===== config.mk =====
export PLATFORM = sky130hd
export DESIGN_NAME = register_file_scoreboard
export DESIGN_NICKNAME = d
export VERILOG_FILES = /design/src/rtl/register_file_scoreboard.sv
export SDC_FILE = /design/constraint.sdc
export NUM_CORES = 2
export LEC_CHECK = 0
export CORE_MARGIN = 4
export CORE_UTILIZATION = 30
export CTS_BUF_LIST = sky130_fd_sc_hd__clkbuf_4 sky130_fd_sc_hd__clkbuf_8 sky130_fd_sc_hd__clkbuf_16
export DETAILED_ROUTE_END_ITERATION = 12
export PLACE_DENSITY_LB_ADDON = 0.15
export SLEW_MARGIN = 25
export SYNTH_ARGS = -nofsm -noshare
export SYNTH_HDL_FRONTEND = slang
export SYNTH_SLANG_ARGS = --single-unit

===== constraint.sdc =====
create_clock -name clk -period 62.8 [get_ports clk]
set_clock_uncertainty 0.2 [all_clocks]
set_input_delay 18.84 -clock clk [delete_from_list [all_inputs] [get_ports clk]]
set_output_delay 18.84 -clock clk [all_outputs]
set_load 0.05 [all_outputs]

===== src/rtl/register_file_scoreboard.sv =====
// register_file_scoreboard
//
// Multi-ported register file with an attached pending-write scoreboard.
// Reads are combinational, and a same-cycle write is forwarded to the read
// port. Each register has a pending bit. A reserve sets the bit and a write
// clears it. A registered counter tracks how many bits are set.
//
// Parameters
//   WIDTH      data width of each register
//   REGSIZE    address width; depth is 2**REGSIZE
//   READPORTS  number of independent read ports (>= 1)
//   ZERO_REG   1: register 0 reads as 0 and is never written or reserved
//
// Ports
//   clk             rising-edge clock
//   reset           asynchronous active-high reset
//   writeEnable     commit writeValue to writeAddress
//   writeAddress    write target
//   writeValue      write data
//   reserveEnable   mark reserveAddress as pending
//   reserveAddress  register to reserve
//   flush           clear all pending marks at the next edge
//   readAddress     READPORTS packed addresses; port p = [p*REGSIZE +: REGSIZE]
//   readValue       READPORTS packed data; port p = [p*WIDTH +: WIDTH]
//   readBusy        bit p set when port p's register is pending
//   pendingCount    number of registers currently pending
module register_file_scoreboard #(
   parameter int WIDTH     = 32,
   parameter int REGSIZE   = 5,
   parameter int READPORTS = 2,
   parameter int ZERO_REG  = 1
) (
   input  logic                           clk,
   input  logic                           reset,
   input  logic                           writeEnable,
   input  logic [REGSIZE-1:0]             writeAddress,
   input  logic [WIDTH-1:0]               writeValue,
   input  logic                           reserveEnable,
   input  logic [REGSIZE-1:0]             reserveAddress,
   input  logic                           flush,
   input  logic [READPORTS*REGSIZE-1:0]   readAddress,
   output logic [READPORTS*WIDTH-1:0]     readValue,
   output logic [READPORTS-1:0]           readBusy,
   output logic [REGSIZE:0]               pendingCount
);

   localparam int DEPTH = 1 << REGSIZE;

   logic [WIDTH-1:0]   r_regs [DEPTH];
   logic [DEPTH-1:0]   r_pending;
   logic [REGSIZE:0]   r_count;

   logic               w_wr_zero;
   logic               w_res_zero;
   logic               w_wr_eff;
   logic               w_res_eff;
   logic               w_set;
   logic               w_clr;
   logic [DEPTH-1:0]   w_pending_next;
   logic [REGSIZE:0]   w_count_next;

   // Register 0 is hard-wired only when ZERO_REG is enabled.
   assign w_wr_zero  = (ZERO_REG != 0) && (writeAddress == '0);
   assign w_res_zero = (ZERO_REG != 0) && (reserveAddress == '0);

   assign w_wr_eff  = writeEnable && !w_wr_zero;
   // flush drops a same-cycle reserve.
   assign w_res_eff = reserveEnable && !flush && !w_res_zero;

   // A bit turns on only when it was clear. This prevents a double count on
   // re-reserve.
   assign w_set = w_res_eff && !r_pending[reserveAddress];
   // A write clears its bit unless a same-cycle reserve on the same address
   // takes it over. In that case the new producer wins.
   assign w_clr = w_wr_eff && r_pending[writeAddress] &&
                  !(w_res_eff && (reserveAddress == writeAddress));

   always_comb begin
      w_pending_next = r_pending;
      if (flush) begin
         w_pending_next = '0;
      end else begin
         if (w_clr) w_pending_next[writeAddress] = 1'b0;
         if (w_set) w_pending_next[reserveAddress] = 1'b1;
      end
   end

   always_comb begin
      w_count_next = r_count;
      if (flush) begin
         w_count_next = '0;
      end else begin
         w_count_next = r_count + {{REGSIZE{1'b0}}, w_set}
                                - {{REGSIZE{1'b0}}, w_clr};
      end
   end

   // Storage array
   always_ff @(posedge clk or posedge reset) begin
      if (reset) begin
         for (int i = 0; i < DEPTH; i++) begin
            r_regs[i] <= '0;
         end
      end else if (w_wr_eff) begin
         r_regs[writeAddress] <= writeValue;
      end
   end

   // Scoreboard state
   always_ff @(posedge clk or posedge reset) begin
      if (reset) begin
         r_pending <= '0;
         r_count   <= '0;
      end else begin
         r_pending <= w_pending_next;
         r_count   <= w_count_next;
      end
   end

   assign pendingCount = r_count;

   // Read ports. Precedence is reset, then the zero register, then write
   // bypass, then storage.
   genvar gi;
   generate
      for (gi = 0; gi < READPORTS; gi++) begin : g_rd
         logic [REGSIZE-1:0] w_addr;
         logic [WIDTH-1:0]   w_val;
         logic               w_busy;

         assign w_addr = readAddress[gi*REGSIZE +: REGSIZE];

         always_comb begin
            w_val  = '0;
            w_busy = 1'b0;
            if (reset) begin
               w_val  = '0;
               w_busy = 1'b0;
            end else if ((ZERO_REG != 0) && (w_addr == '0)) begin
               w_val  = '0;
               w_busy = 1'b0;
            end else if (writeEnable && (writeAddress == w_addr)) begin
               w_val  = writeValue;
               w_busy = 1'b0;
            end else begin
               w_val  = r_regs[w_addr];
               w_busy = r_pending[w_addr];
            end
         end

         assign readValue[gi*WIDTH +: WIDTH] = w_val;
         assign readBusy[gi]                 = w_busy;
      end
   endgenerate

endmodule


==> run metrics <==
status=finished, final reports clean; pin count of the biggest net entering global routing=139; FMAX=23.2 MHz; GRT Total Usage=roughly 21%; dominant register cell in the synthesized netlist=dfrtp_1; Hold Path Class=reg -> reg; antenna-violating nets left=0; Crit Reg-Reg Startpoint=r_pending[21]; Setup crit start kind=input port; Hold Crit Start=r_regs[1018]; Max IR drop VDD=16.2 µV; cell mode on critical path=buf_4; Post-Layout Inst Area=66,500 µm²; Syn Area/Cell=14.0 µm²; Yosys Warn Count=0; P per Cell Area=31.6 nW/µm²; min cycle time layout=43.10 ns; number of flops mapped to enable cells by yosys=0; Placed Area=62,100 µm²; vias per cell=5.68; gr ovfl total=0; Resized Gates After CTS=0; clock network latency to the later pin of the worst-skew pair=0.74 ns; Critical path origin=readAddress[1]; Routed WL=210 mm; Core Rows=roughly 160; nets=4,138; crit path buf inv count=5; area of the multi-input gates=around 30,000 µm²; routed length per instance=31.3 µm; Crit Path Max Fanout=77; Starting Density=30.2%; Clk pwr share=approximately 36%; Max-slew headroom=25.4%; Final Hold Viols=0; layout cells sized above 1=45.1%; syn_nets=4,211; fillcell total=approximately 18,000; Core ar.=193,000 µm²; Post-Syn Area=about 58,000 µm²; Worst-Margin Slew=1.12 ns; ys async rst share=100%; Internal=1.51 mW; MaxCap Viol Count=0; Pins Over Slew Limit=0; first-pass GRT wire length=305 mm; number of global-route vias before repair=39,533; P_sw=0.594 mW; CTS tree=yes; clk sink count=1,062; Top Family by Delay on Critical Path=buffers and inverters; Syn Inst Count=4,147; setup bufs post-CTS=0; Switching Share=28.3%; IO Port Bufs=128; post-route setup TNS=0 ns; Clock Pin Slew Worst Setup and Hold Paths=0.05 ns; CP Class=in -> out; RSZ-0062 raised after global routing=no; CP Capture Type=output pin; sequential standard cell area=26,600 µm²; CTS Buf Count=131; antenna violations before repair=6; Crit-path slowest cell=buf_4; via count=38,043; Root Driver=clkbuf_16; detailed placer's ending HPWL=118 mm; Sequential Power Share=43.0%; GPL Wtd Cong=about 0.77; Netlist cell types=57; number of iterations in the first detailed-routing pass=6; critical-path cell list=buf_8 -> buf_4 -> buf_4 -> buf_4 -> mux4_2 -> nor2b_1 -> a211oi_1 -> a21oi_1 -> a21o_1 -> a221o_1 -> clkdlybuf4s50_1; die height=449 µm; DRC Markers=0; Synth Register Bits=between 1,000 and 1,500; Crit path arrival time=24.06 ns; Chip Width=approximately 450 µm; CTS Hold Bufs=0; Initial DRC Count=2,691; synth-to-layout area growth=14.2%; IO Pins=between 100 and 150; register area share after synthesis=45.6%; Comb pwr share=20.9%; Setup-failing EPs final=0; htree depth=4; CP Data Required Time=43.76 ns; Max clock buf depth=3; slowest cell delay on critical path=~0.79 ns; Die Footprint=roughly 200,000 µm²; static leakage=28.4 nW; period utilization=between 60% and 70%
path summary, 6_finish.rpt:
| path | cells after the start | to | slack, ns |
|---|---|---|---|
| worst max-delay path | 11 | readValue[17] | 19.70 |
| max in group asynchronous | 6 | r_regs[975] | 40.18 |
| worst min register to register | 0 | r_regs[1018] | 0.19 |
| min in group asynchronous | 2 | r_regs[132] | 18.61 |
| worst max register to register | 14 | pendingCount[4] | 59.01 |
| worst min-delay path | 0 | r_regs[1018] | 0.19 |
cells by family (layout without fill, tap and decap cells):
kind of cell	Yosys count	after routing	synth area share (%)
and+or+nand+nor	377	377	3.09
buffers and inverters	495	509	3.44
xor gates and xnor gates	19	19	0.286
AOI/OAI and AO/OA	420	420	5.04
DFF	1062	1062	45.6
adders and majority gates	7	7	0.163
other	0	5	0
muxes	1767	1767	42.3
sequential cells by signal (all words and copies together), names as in the netlist:
| name | count |
|---|---|
| r_pending | 32 |
| r_regs | 1024 |
| pendingCount | 6 |
power groups by stage:
stage	Clock, mW	Sequential, mW	Combinational [mW]
final	0.758	0.903	0.438
after global routing	0.806	0.919	0.474
after CTS	0.780	0.901	0.444
after detailed placement	0	0.912	0.442
after global placement	0	0.910	0.437
after floorplan	0	0.890	0.335
worst register-to-register path: stages (launching register included):
cell      delay, ns
dfrtp_1        0.41
mux4_1         0.52
mux2_2         0.28
a22o_1         0.22
a221oi_4       0.38
nand2_1        0.11
ha_1           0.30
inv_1          0.04
ha_1           0.21
fa_1           0.45
a21oi_1        0.16
nor2_1         0.05
nor2_1         0.10
xor2_1         0.16
nor2_1         0.06
per-stage QoR:
step / hold slack [ns] / instances / setup slack (ns) / power [mW] / utilization, %
3_3_place_gp: 0.176 / 6464 / 19.58 / 1.35 / 32.2
6_report: 0.191 / 6692 / 19.70 / 2.10 / 34.5
5_1_grt: 0.200 / 6688 / 19.38 / 2.20 / 34.5
3_5_place_dp: 0.182 / 6464 / 19.62 / 1.35 / 32.2
2_1_floorplan: 0.241 / 4147 / 6.99 / 1.22 / -
4_1_cts: 0.195 / 6684 / 19.61 / 2.12 / 34.4
cell type report:
type	instances	area share [%]
clock inverter	23	0.292
antenna	5	0.0188
multi-input combinational	2590	45.1
timing repair buffer	265	3.61
clock buffer	197	6.11
sequential	1062	40.0
inverter	24	0.141
tap	2526	4.75
metal layers:
layer  share of wire [%]  global-route usage (%)  routed length (µm)  vias up
li1                    -                       -                   -    15817
met3                 4.0                    2.87                8370      253
met4                 2.4                    5.34                5100        0
met2                  47                    32.9               98100      920
met1                  47                    29.7               98100    21053
met5                   0                       0                   0        -
cells in the final DEF (no fill, tap or decap), types with 14 or more instances in the layout:
| cell type | Yosys | layout |
|---|---|---|
| nor2_1 | 61 | 43 |
| clkdlybuf4s50_1 | 0 | 120 |
| o21ai_0 | 52 | 52 |
| o2111ai_1 | 23 | 23 |
| clkinv_2 | 0 | 16 |
| nor4_1 | 19 | 19 |
| a22oi_1 | 147 | 147 |
| nor2b_1 | 28 | 18 |
| buf_4 | 5 | 130 |
| clkbuf_4 | 0 | 31 |
| clkbuf_8 | 0 | 30 |
| mux2_2 | 998 | 998 |
| nor2_4 | 0 | 17 |
| o2bb2ai_1 | 25 | 25 |
| dfrtp_1 | 1062 | 1062 |
| nand2_1 | 128 | 113 |
| a21oi_1 | 93 | 93 |
| o311ai_0 | 18 | 18 |
| mux4_2 | 455 | 455 |
| inv_1 | 24 | 23 |
| nand3_1 | 97 | 96 |
| xor2_1 | 14 | 14 |
| mux2i_1 | 313 | 313 |
| clkbuf_16 | 0 | 137 |
cells in the mapped netlist, types with 25 or more instances:
cell type     n  share of area [%]
dfrtp_1    1062                 46
mux2_2      998                 19
mux4_2      455                 18
mux2i_1     313                5.4
clkbuf_1    283                1.8
a22oi_1     147                1.9
nand2_1     128               0.83
buf_2       101               0.87
nand3_1      97               0.83
a21oi_1      93               0.80
buf_1        82               0.53
nor2_1       61               0.39
o21ai_0      52               0.45
nor2b_1      28               0.30
o2bb2ai_1    25               0.38
(Power assumes the default switching activity.)
